===== src/rtl/y86_pipe_reg.sv =====
// Y86 pipeline stage register: one reusable block for the F/D/E/M/W
// boundaries. Supports load, stall (hold), bubble (nop injection) and
// synchronous reset, plus saturating stall/bubble event counters and a
// sticky flag for a stall+bubble control conflict.
module y86_pipe_reg #(
    parameter int          DATA_W    = 192,
    parameter int          CNT_W     = 16,
    parameter logic [3:0]  NOP_ICODE = 4'h1,
    parameter logic [3:0]  SAOK      = 4'h1,
    parameter logic [3:0]  RNONE     = 4'hF
) (
    input  logic              clk,
    input  logic              reset,
    input  logic              in_stall,
    input  logic              in_bubble,
    input  logic              clr_cnt,
    input  logic [3:0]        d_stat,
    input  logic [3:0]        d_icode,
    input  logic [3:0]        d_ifun,
    input  logic [DATA_W-1:0] d_payload,
    input  logic [3:0]        d_dstE,
    input  logic [3:0]        d_dstM,
    output logic [3:0]        q_stat,
    output logic [3:0]        q_icode,
    output logic [3:0]        q_ifun,
    output logic [DATA_W-1:0] q_payload,
    output logic [3:0]        q_dstE,
    output logic [3:0]        q_dstM,
    output logic              q_valid,
    output logic              ctl_err,
    output logic [CNT_W-1:0]  stall_cnt,
    output logic [CNT_W-1:0]  bubble_cnt
);

    // Saturating increment: all-ones sticks instead of wrapping to zero.
    function automatic logic [CNT_W-1:0] sat_inc(input logic [CNT_W-1:0] v);
        if (&v)
            return v;
        return v + {{(CNT_W-1){1'b0}}, 1'b1};
    endfunction

    logic [3:0]        stat_p0;
    logic [3:0]        icode_p0;
    logic [3:0]        ifun_p0;
    logic [DATA_W-1:0] payload_p0;
    logic [3:0]        dste_p0;
    logic [3:0]        dstm_p0;
    logic              vld_p0;
    logic              ctl_err_p0;
    logic [CNT_W-1:0]  stall_cnt_p0;
    logic [CNT_W-1:0]  bubble_cnt_p0;

    // Stage register: reset or bubble loads the full nop image, stall holds,
    // otherwise every field is captured from the incoming stage.
    always_ff @(posedge clk) begin
        if (reset || in_bubble) begin
            stat_p0    <= SAOK;
            icode_p0   <= NOP_ICODE;
            ifun_p0    <= 4'h0;
            payload_p0 <= '0;
            dste_p0    <= RNONE;
            dstm_p0    <= RNONE;
            vld_p0     <= 1'b0;
        end else if (!in_stall) begin
            stat_p0    <= d_stat;
            icode_p0   <= d_icode;
            ifun_p0    <= d_ifun;
            payload_p0 <= d_payload;
            dste_p0    <= d_dstE;
            dstm_p0    <= d_dstM;
            vld_p0     <= 1'b1;
        end
    end

    // Sticky conflict flag: a simultaneous stall and bubble request is a
    // hazard-unit bug; only reset clears the record of it.
    always_ff @(posedge clk) begin
        if (reset)
            ctl_err_p0 <= 1'b0;
        else if (in_bubble && in_stall)
            ctl_err_p0 <= 1'b1;
    end

    // Event counters follow the same priority as the stage register: a
    // bubble cycle is never also counted as a stall. clr_cnt beats increments.
    always_ff @(posedge clk) begin
        if (reset || clr_cnt) begin
            stall_cnt_p0  <= '0;
            bubble_cnt_p0 <= '0;
        end else if (in_bubble) begin
            bubble_cnt_p0 <= sat_inc(bubble_cnt_p0);
        end else if (in_stall) begin
            stall_cnt_p0  <= sat_inc(stall_cnt_p0);
        end
    end

    assign q_stat     = stat_p0;
    assign q_icode    = icode_p0;
    assign q_ifun     = ifun_p0;
    assign q_payload  = payload_p0;
    assign q_dstE     = dste_p0;
    assign q_dstM     = dstm_p0;
    assign q_valid    = vld_p0;
    assign ctl_err    = ctl_err_p0;
    assign stall_cnt  = stall_cnt_p0;
    assign bubble_cnt = bubble_cnt_p0;

endmodule

===== config.mk =====
export PLATFORM = sky130hd
export DESIGN_NAME = y86_pipe_reg
export DESIGN_NICKNAME = d
export VERILOG_FILES = /design/src/rtl/y86_pipe_reg.sv
export SDC_FILE = /design/constraint.sdc
export NUM_CORES = 1
export LEC_CHECK = 0
export CAP_MARGIN = 20
export CORE_AREA = 3 3 180 182
export CTS_CLUSTER_SIZE = 28
export DETAILED_ROUTE_END_ITERATION = 12
export DIE_AREA = 0 0 183 185
export PLACE_DENSITY = 0.6
export RECOVER_POWER = 100
export SLEW_MARGIN = 20
export SYNTH_ARGS = -nofsm -noshare
export SYNTH_HDL_FRONTEND = slang
export SYNTH_SLANG_ARGS = --single-unit

===== constraint.sdc =====
create_clock -name clk -period 4.3 [get_ports clk]
set_clock_uncertainty 0.05 [all_clocks]
set_input_delay 0.86 -clock clk [delete_from_list [all_inputs] [get_ports clk]]
set_output_delay 0.86 -clock clk [all_outputs]
set_load 0.01 [all_outputs]

# Word level (Yosys, flattened, before mapping)

Index checks and enable logic that the tools add are counted.

Register bits: 246
Input port bits: 217
Output and inout port bits: 246
Logic and storage cells: 31

Add/sub/neg operators: 2
Equality and inequality tests: 2
Muxes and demuxes: 9
Bitwise logic cells: 1
Reductions and logical operators: 7

Operator list:

| kind                                                            | count |
|---|---|
| 16-bit by 1-bit adder with 16-bit output, second input constant | 2 |
| 16-bit two-way mux                                              | 2 |
| 16-bit AND reduction                                            | 2 |
| 1-bit two-way mux                                               | 7 |
| 2-bit inequality test, second input constant                    | 2 |
| 3-bit AND reduction                                             | 1 |
| 1-bit logical OR                                                | 2 |
| 2-bit AND reduction                                             | 1 |
| 1-bit logical AND                                               | 1 |
| 1-bit NOT                                                       | 1 |

# Depth between registers and ports, before layout

Gate-level depths: netlist of the first run.

Depth after elaboration: 7
Mapped depth: 6
Mapped depth without buffers: 5

# Worst setup path before layout of the first run

OpenSTA, ideal clock, no wires.

Kind: input to register
Start point: input in_bubble
End point: register stall_cnt_p0[13], in the netlist stall_cnt[13]
Library setup time: 0.071 ns
Arrival: 2.013 ns
Data required time: 4.179 ns
Path slack: 2.166 ns
Stages: 5
Path buffers: 1
Cells stage by stage: buf_4 -> and4b_1 -> nand4_1 -> or4_1 -> a21oi_1

Cells in the longest elaborated chain, start to end: 2

Ends and longest elaborated chain:

| element                       | RTL line | RTL |
|---|---|---|
| start: declaration            | 15       | `input logic in_bubble,` |
| 1-bit NOT (no line)           | -        |  |
| 3-bit AND reduction (no line) | -        |  |
| end signal: assignment        | 93       | `stall_cnt_p0 <= sat_inc(stall_cnt_p0);` |
| end: declaration              | 50       | `logic [CNT_W-1:0] stall_cnt_p0;` |

Every way passes these cells.
A chain may end at the register's enable or synchronous reset.

# Worst setup path after layout of the first run

Start point: register stall_cnt_p0[0], in the netlist stall_cnt[0]
End point: register stall_cnt_p0[9], in the netlist stall_cnt[9]

Cells in the longest elaborated chain, start to end: 7
Elaborated cells on any way between the ends: 9
Classes of those cells: 1 x add/sub; 1 x eq/ne; 5 x mux; 2 x reduce/logical

Ends and longest elaborated chain:

| element                         | RTL line | RTL |
|---|---|---|
| 16-bit AND reduction            | 37       | `if (&v)` |
| 1-bit two-way mux               | 37       |  |
| 1-bit two-way mux               | 92       | `end else if (in_stall) begin` |
| 1-bit two-way mux               | 90       | `end else if (in_bubble) begin` |
| 1-bit two-way mux               | 87       | `if (reset \|\| clr_cnt) begin` |
| 2-bit inequality test (no line) | -        |  |
| 3-bit AND reduction (no line)   | -        |  |

Several ways; a longest one is shown, not always the timed one. The select of a mux whose other input is x is not followed.

==> results.md, run 1 <==
* Status: complete, but fails checks
* Violated checks: capacitance limit, slew limit
* Post-Syn Nets at 1098
* Critical path fanouts, max at 19
* CP arrival at 3.50 ns
* First-pass GRT wire length at 46200 µm
* Number of global-route vias before repair at 8003
* Pwr/cell area at 366 mW/mm²
* DIE HEIGHT at 185 µm
* Synth Instances at 879
* Syn avg cell area at 10.3 µm²
* Max Cap Viol at 3
* Synth Register Bits at 246
* DIE AREA at 0.0339 mm²
* CTS tree: yes
* Routed WL per cell at 17.5 µm
* GRT Total Usage at 0.171
* Slowest stage delay, CP at 1.76 ns
* RSZ-0062 raised after global routing: false
* Max transition margin at -0.473
* Cell family with most CP delay: simple AND/OR/NAND/NOR gates
* Post-DRT Antenna Nets at 0
* Final setup TNS at 0 ns
* Core Box Area at 0.0307 mm²
* Initial antenna violation count at 1
* Max VDD drop at 0.000258 V
* Pre-CTS setup slack at 1.34 ns
* Finished Cell Area at 0.0150 mm²
* DR vias/cell at 4.57
* Crit-path cells: ha_1 -> nand3_1 -> nor4_1 -> o21ai_0 -> a21oi_1
* CP Launch Type: flop
* Crit end category: flop
* Synth top area cells: dfxtp_1 (54%), mux2i_1 (24%), nor2_1 (8.9%)
* Max-slew violations at 151
* Setup slack after layout at 1.21 ns
* Share of cells above drive strength 1 at 0.0439
* Yosys Warn Count at 0
* Pin count of the biggest net entering global routing at 117
* Global route total overflow at 0
* Hold crit path type: flop to flop
* Clock Sinks at 246
* Area grow syn2layout at 65.1%
* Reg area at 0.00492 mm²
* Clk root buf: clkbuf_16
* Fin crit period at 3.09 ns
* Pin slew with the least headroom to its limit at 2.19 ns
* CP max-delay cell: nor4_1
* Max Buffers Root-to-Sink at 3
* Vias at 7964
* DRC errors left at 0
* Width of the die at 183 µm
* Fmax at 324 MHz
* Drt pass-1 iters at 4
* Area leader, netlist: dfxtp_1
* Row cnt at 64
* Crit Path Class: flop to flop
* CTS H-tree depth at 1
* Hold_buf cts at 0
* Endpoints failing setup at 0
* DP HPWL at 22500 µm
* Leak at 6.69 nW
* Number of synthesized flops with an enable pin at 0
* Final nets at 1541
* Buf/Inv on CP at 0
* Area share of the largest cell type after synthesis at 0.543
* WL final at 30600 µm
* Starting Density at 0.295
* Post-CTS Setup Bufs at 0
* Fin crit share at 0.719
* Starting DRT DRC Count at 304
* Dpl cell area at 0.0140 mm²
* Multi-input gate area at 0.00386 mm²
* Ys async rst share at 0
* CTS Buf Count at 28
* Mapped cell area at 0.00907 mm²
* Total I/O pin count at 463
* Tot Pwr at 5.48 mW
* Synth Flop Type: dfxtp_1
* Port Buffers at 462
* Post-synth cell types at 43
* Sequential area share after synthesis at 0.543
* Clock-pin slew on the worst setup and hold paths at 0.06 ns
* Post-CTS Resized at 0
* Critical Path RT at 4.71 ns
* Final GP Congestion at 0.771
* Fillers at 2901
* Clk Latency, worst-skew pair at 0.53 ns
* Final hold violation count at 0
where the power goes:
part | internal (mW) | total [mW] | switching, mW
clock | 1.55 | 2.49 | 0.941
combinational | 0.369 | 0.612 | 0.243
sequential | 2.35 | 2.38 | 0.0319
through the flow:
stage | util | std cells | hold slack (ns)
2_1_floorplan | - | 879 | 0.424
3_3_place_gp | 0.456 | 1688 | 0.387
3_5_place_dp | 0.456 | 1688 | 0.396
4_1_cts | 0.488 | 1740 | 0.406
5_1_grt | 0.487 | 1740 | 0.443
6_report | 0.487 | 1742 | 0.399
tightest hold or removal path, cell delays in order, from the launching register on:
cell and delay, ns:
dfxtp_1 0.31, inv_1 0.04, a21oi_1 0.05
routing by layer:
metal	routed length, µm	GRT usage	vias to the layer above
li1	-	-	3925
met1	11500	0.191	3666
met2	15000	0.301	320
met3	3020	0.0660	51
met4	1010	0.0533	2
met5	13	0	-
cell usage in the layout (no fill, tap or decap), types with 2 or more instances in the layout:
master	count
or4_1	12
bufinv_16	3
nand4_2	2
nand2_1	22
inv_1	3
a31oi_1	3
dlygate4sd3_1	247
clkdlybuf4s50_1	214
nor2_1	216
ha_1	2
o21ai_1	3
mux2i_1	213
dfxtp_1	246
and3_1	2
xor2_1	2
clkinv_2	5
or3_1	8
clkbuf_1	7
o21ai_0	8
clkbuf_16	29
o31ai_1	11
nand3_1	6
clkbuf_8	8
nor4_1	2
diode_2	2
a21oi_1	26
nand4_1	10
nor3_1	5
buf_12	2
buf_4	2
o41ai_1	3
and4_1	5
kinds of logic (layout without fill, tap and decap cells):
| family | Yosys count | count (layout) | synth area share |
|---|---|---|---|
| simple gates | 298 | 298 | 0.147 |
| flops | 246 | 246 | 0.543 |
| mux | 213 | 213 | 0.235 |
| compound gates | 59 | 59 | 0.0410 |
| buf+inv | 58 | 523 | 0.0284 |
| xor+xnor | 3 | 3 | 0.00290 |
| fa+ha+maj | 2 | 2 | 0.00276 |
| other cells | 0 | 2 | 0 |
synth_stat cells (2+ instances only):
master    instances
ha_1              2
or3_1             8
o31ai_1          11
inv_1             3
nand2_1          22
xor2_1            2
nor2_1          216
o21ai_1           5
buf_2            12
or2_2             2
a31oi_1           3
o41ai_2           2
buf_1             5
nand4_1          10
nand3_1           6
mux2i_1         213
or4_1            12
nand4_2           2
and3_1            2
o21ai_0           6
buf_4             2
and4_1            5
dfxtp_1         246
clkbuf_1         34
a21oi_1          26
nor3_1            5
layout make-up:
| type | count | share of cell area |
|---|---|---|
| antenna | 2 | 0.000334 |
| timing repair buffer | 468 | 0.314 |
| multi-input combinational | 575 | 0.258 |
| tap | 396 | 0.0331 |
| sequential | 246 | 0.329 |
| inverter | 3 | 0.000752 |
| clock inverter | 9 | 0.00819 |
| clock buffer | 43 | 0.0573 |
sequential cells by signal, summed over array words and instances (netlist names):
register and count:
bubble_cnt 16, ctl_err 1, q_dstE 4, q_dstM 4
q_icode 4, q_ifun 4, q_payload 192, q_stat 4
q_valid 1, stall_cnt 16
worst paths after layout:
check	slack, ns	start	depth (start not counted)	endpoint
max reg2reg	1.21	stall_cnt[0]	5	stall_cnt[9]
min	0.40	q_valid	2	q_valid
min reg2reg	0.40	q_valid	2	q_valid
max	1.21	stall_cnt[0]	5	stall_cnt[9]
Note: power is estimated with default switching activity, not from simulation.
==> inputs of run 2 (changes only) <==
PLACE_DENSITY = 0.62   (was 0.6)
clock period = 2.73 ns   (was 4.3 ns; I/O delays follow)
==> results.md, run 2 (synthesized netlist as in run 1, its figures left out) <==
* Status: finished clean
* Total I/O pin count at 463
* Fillers at 2859
* Pin slew with the least headroom to its limit at 1.01 ns
* Final hold violation count at 0
* Critical path fanouts, max at 8
* CP max-delay cell: dlygate4sd3_1
* Pin count of the biggest net entering global routing at 83
* WL final at 30500 µm
* Reg2Reg Setup Slack at 0.67 ns
* Crit-path cells: dlygate4sd3_1
* Fin util at 0.488
* Worst Reg-to-Reg Cells at 5
* DP HPWL at 22600 µm
* Post-CTS Resized at 0
* Number of global-route vias before repair at 7963
* Buf/Inv on CP at 1
* Commonest cells after routing, fill and taps aside: dlygate4sd3_1 (247), dfxtp_1 (246), nor2_1 (216)
* Final hold slack at 0.212 ns
* Worst r2r src: bubble_cnt[0]
* Clock Sinks at 246
* Post-CTS Setup Bufs at 0
* Initial antenna violation count at 2
* Final setup TNS at 0 ns
* Leak at 6.73 nW
* Max transition margin at 0.324
* Hold crit path type: input pin to flop
* Max Cap Viol at 0
* First-pass GRT wire length at 45500 µm
* Worst path depth at 1
* Final nets at 1553
* Net Sw Frac at 0.233
* Hold Path End: q_valid
* Worst r2r dst: bubble_cnt[1]
* Global route total overflow at 0
* Fin crit period at 2.29 ns
* CTS H-tree depth at 1
* Max-slew violations at 0
* Fin crit share at 0.838
* Area grow syn2layout at 65.6%
* Clk pwr share at 0.432
* Starting Density at 0.295
* GRT Total Usage at 0.168
* Routed WL per cell at 17.4 µm
* Hold_sp: in_stall
* Vias at 7945
* Critical Path RT at 2.13 ns
* Share of cells above drive strength 1 at 0.0495
* Max FFs per register at 192
* Drt pass-1 iters at 4
* CP Launch Type: flop
* DIE HEIGHT at 185 µm
* DIE AREA at 0.0339 mm²
* DRC errors left at 0
* Dpl cell area at 0.0142 mm²
* Max Buffers Root-to-Sink at 3
* Slowest stage delay, CP at 0.66 ns
* Starting DRT DRC Count at 302
* Port Buffers at 462
* DR vias/cell at 4.54
* Max VDD drop at 0.000477 V
* Crit Path Class: flop to primary output
* Fmax at 437 MHz
* Internal power at 6.36 mW
* NetSw at 1.94 mW
* CTS Buf Count at 28
* Commonest non-fill, non-tap cell in the layout: dlygate4sd3_1
* Hold depth at 2
* Endpoints failing setup at 0
* Sequential share of power at 0.451
* Hold_buf cts at 0
* RSZ-0062 raised after global routing: false
* Core Box Area at 0.0307 mm²
* Row cnt at 64
* Crit end category: primary output
* Width of the die at 183 µm
* Pwr/cell area at 553 mW/mm²
* Finished Cell Area at 0.0150 mm²
* Share of power burned in combinational logic at 0.117
* Final GP Congestion at 0.804
* Clk Latency, worst-skew pair at 0.54 ns
* Cell family with most CP delay: buffers and inverters
* Clk root buf: clkbuf_16
* Post-DRT Antenna Nets at 0
* Clock-pin slew on the worst setup and hold paths at 0.06 ns
* CP arrival at 1.69 ns
* CTS tree: yes
-- run 2: cell count changes in the layout (fill, tap and decap cells not counted), moves of 3 or more --
cell	previous run	this run
clkbuf_8	8	2
buf_12	2	6
buf_4	2	6
clkinv_2	5	9
clkbuf_1	7	10
clkbuf_2	0	3
-- run 2: power groups by stage --
stage               Clock, mW  Combinational, mW  Sequential, mW
CTS                      3.71               1.03            3.75
finish                   3.58              0.970            3.75
detailed placement          0               1.02            3.83
global route             3.84               1.05            3.76
global placement            0               1.02            3.82
floorplan                   0              0.346            3.88
-- run 2: routing by layer --
| metal | vias up | track usage | share of wire |
|---|---|---|---|
| li1 | 3941 | - | - |
| met1 | 3581 | 0.192 | 0.38 |
| met2 | 371 | 0.289 | 0.48 |
| met3 | 50 | 0.0699 | 0.11 |
| met5 | - | 0 | 0.00030 |
| met4 | 2 | 0.0518 | 0.030 |
-- run 2: how the worst max path moves through the flow --
stage	from	endpoint	slack (ns)
after CTS	bubble_cnt[0]	bubble_cnt[7]	0.43
after detailed placement	in_bubble	bubble_cnt[9]	0.39
after global routing	bubble_cnt[12]	bubble_cnt[12]	0.37
after floorplan	in_bubble	stall_cnt[13]	0.91
after global placement	in_bubble	bubble_cnt[9]	0.41
final	bubble_cnt[12]	bubble_cnt[12]	0.44
-- run 2: cell type report --
class | instances | area (µm²) | share of cell area
Antenna cell | 1 | 2.50 | 0.000167
Clock buffer | 38 | 779 | 0.0519
Clock inverter | 12 | 91.3 | 0.00608
Inverter | 3 | 11.3 | 0.000750
Multi-Input combinational cell | 575 | 3890 | 0.259
Sequential cell | 246 | 4920 | 0.328
Tap cell | 396 | 495 | 0.0330
Timing Repair Buffer | 480 | 4820 | 0.321
-- run 2: per-stage QoR --
step	instances	total power [mW]	setup slack, ns
after floorplan	879	4.22	0.910
after global placement	1700	4.84	0.408
after detailed placement	1700	4.85	0.390
after CTS	1750	8.49	0.429
after global routing	1751	8.65	0.366
final	1751	8.30	0.442
-- run 2: worst register-to-register path, delay by kind of cell (launching register included) --
| kind | cells | cell delay, ns |
|---|---|---|
| and+or+nand+nor | 2 | 0.23 |
| adders and majority gates | 1 | 0.23 |
| AOI/OAI and AO/OA | 1 | 0.77 |
| muxes | 1 | 0.26 |
| DFF | 1 | 0.39 |
==> inputs of run 3 (changes only) <==
PLACE_DENSITY = 0.6   (was 0.62)
clock period = 2.2 ns   (was 2.73 ns; I/O delays follow)
==> results.md, run 3 (synthesized netlist as in run 1, its figures left out) <==
* Max Buffers Root-to-Sink at 3
* Row cnt at 64
* CTS H-tree depth at 1
* CTS Buf Count at 29
* Final nets at 1582
* Post-DRT Antenna Nets at 0
* Fin crit share at 0.964
* Status: finished clean
* CP max-delay cell: dlygate4sd3_1
* Multi-input gate area at 0.00388 mm²
* Starting Density at 0.295
* DRC errors left at 0
* Pin slew with the least headroom to its limit at 0.590 ns
* Fmax at 471 MHz
* Reg area at 0.00492 mm²
* DIE HEIGHT at 185 µm
* Fillers at 2931
* Pwr/cell area at 690 mW/mm²
* Core Box Area at 0.0307 mm²
* Area grow syn2layout at 68.2%
* Hold_sp: in_stall
* Max FFs per register at 192
* Crit Path Class: flop to primary output
* Clock-pin slew on the worst setup and hold paths at 0.06 ns
* Fin crit period at 2.12 ns
* Final hold violation count at 0
* Commonest non-fill, non-tap cell in the layout: dfxtp_1
* Hold_buf cts at 0
* RSZ-0062 raised after global routing: false
* Worst r2r src: bubble_cnt[1]
* Reg2Reg Setup Slack at 0.26 ns
* Cell family with most CP delay: buffers and inverters
* Buf/Inv on CP at 2
* Hold depth at 3
* Max VDD drop at 0.000488 V
* DIE AREA at 0.0339 mm²
* Share of cells above drive strength 1 at 0.0608
* Total I/O pin count at 463
* Critical Path RT at 1.71 ns
* Initial antenna violation count at 1
* Slowest stage delay, CP at 0.63 ns
* Clk Latency, worst-skew pair at 0.53 ns
* WL final at 30800 µm
* Max-slew violations at 0
* Hold crit path type: input pin to flop
* Hold Path End: q_dstM[2]
* Commonest cells after routing, fill and taps aside: dfxtp_1 (246), clkdlybuf4s50_1 (235), dlygate4sd3_1 (226)
* Clk root buf: clkbuf_16
* Tot Pwr at 10.5 mW
* CTS tree: yes
* Routed WL per cell at 17.3 µm
* Crit-path cells: buf_4 -> dlygate4sd3_1
* GRT Total Usage at 0.171
* Final setup TNS at 0 ns
* Crit end category: primary output
* Max Cap Viol at 0
* Clock Sinks at 246
* DP HPWL at 23500 µm
* Worst Reg-to-Reg Cells at 6
* Number of global-route vias before repair at 8161
* Worst r2r dst: bubble_cnt[3]
* Max transition margin at 0.607
* CP Launch Type: flop
* Vias at 8105
* CP arrival at 1.63 ns
* Leak at 6.77 nW
* Pin count of the biggest net entering global routing at 68
* Width of the die at 183 µm
* First-pass GRT wire length at 46500 µm
* Starting DRT DRC Count at 281
* Drt pass-1 iters at 4
* Global route total overflow at 0
* Final GP Congestion at 0.840
* Port Buffers at 462
* Critical path fanouts, max at 6
* DR vias/cell at 4.55
* Final hold slack at 0.139 ns
* Endpoints failing setup at 0
## run 3: worst register-to-register path, stage by stage (launching register included)
cell      delay (ns)
dfxtp_1         0.38
ha_1            0.19
nand3_1         0.16
o41ai_4         0.63
clkbuf_1        0.23
xor2_1          0.16
nor2_1          0.05
## run 3: final cells by class
| class | instances | share of cell area |
|---|---|---|
| diodes | 2 | 0.000328 |
| clock buffers | 45 | 0.0561 |
| clock inverters | 5 | 0.00492 |
| inverters | 3 | 0.000738 |
| multi-input cells | 575 | 0.255 |
| flip-flops and latches | 246 | 0.323 |
| well taps | 396 | 0.0325 |
| repair buffers | 508 | 0.328 |
## run 3: layer usage
metal | part of all wire | GRT usage | vias up | wire (µm)
met5 | 0 | 0 | - | 0
met4 | 0.018 | 0.0360 | 0 | 547
met1 | 0.37 | 0.184 | 3742 | 11300
met2 | 0.51 | 0.316 | 325 | 15800
li1 | - | - | 3999 | -
met3 | 0.10 | 0.0679 | 39 | 3150
## run 3: worst max path at each step
stage | from | end | slack [ns] | cells past startpoint
2_1_floorplan | bubble_cnt[0] | bubble_cnt[3] | 0.44 | 6
3_3_place_gp | in_bubble | stall_cnt[13] | -0.02 | 5
3_5_place_dp | in_bubble | stall_cnt[15] | -0.06 | 5
4_1_cts | stall_cnt[4] | stall_cnt[4] | 0.08 | 1
5_1_grt | bubble_cnt[12] | bubble_cnt[12] | 0.02 | 2
6_report | bubble_cnt[4] | bubble_cnt[4] | 0.08 | 2
## run 3: metrics by stage
stage	util	instance area, µm²	setup WS (ns)	cells
final	0.496	15300	0.0787	1780
after global routing	0.496	15200	0.0161	1778
after CTS	0.500	15400	0.0792	1778
after detailed placement	0.469	14400	-0.0593	1728
after global placement	0.469	14400	-0.0230	1728
after floorplan	-	9070	0.444	879
## run 3: what timing repair did
| item | in CTS | in global routing |
|---|---|---|
| hold endpoints to repair | 0 | 0 |
| endpoints found under the setup margin | 0 | 3 |
| setup buffers | 0 | 0 |
| gates resized for setup | 0 | 1 |
## run 3: power breakdown
group | total [mW] | leakage (nW) | switching (mW) | internal, mW
logic | 1.22 | 4.31 | 0.482 | 0.735
clock network | 4.66 | 0.458 | 1.79 | 2.87
registers | 4.65 | 2.00 | 0.0614 | 4.59
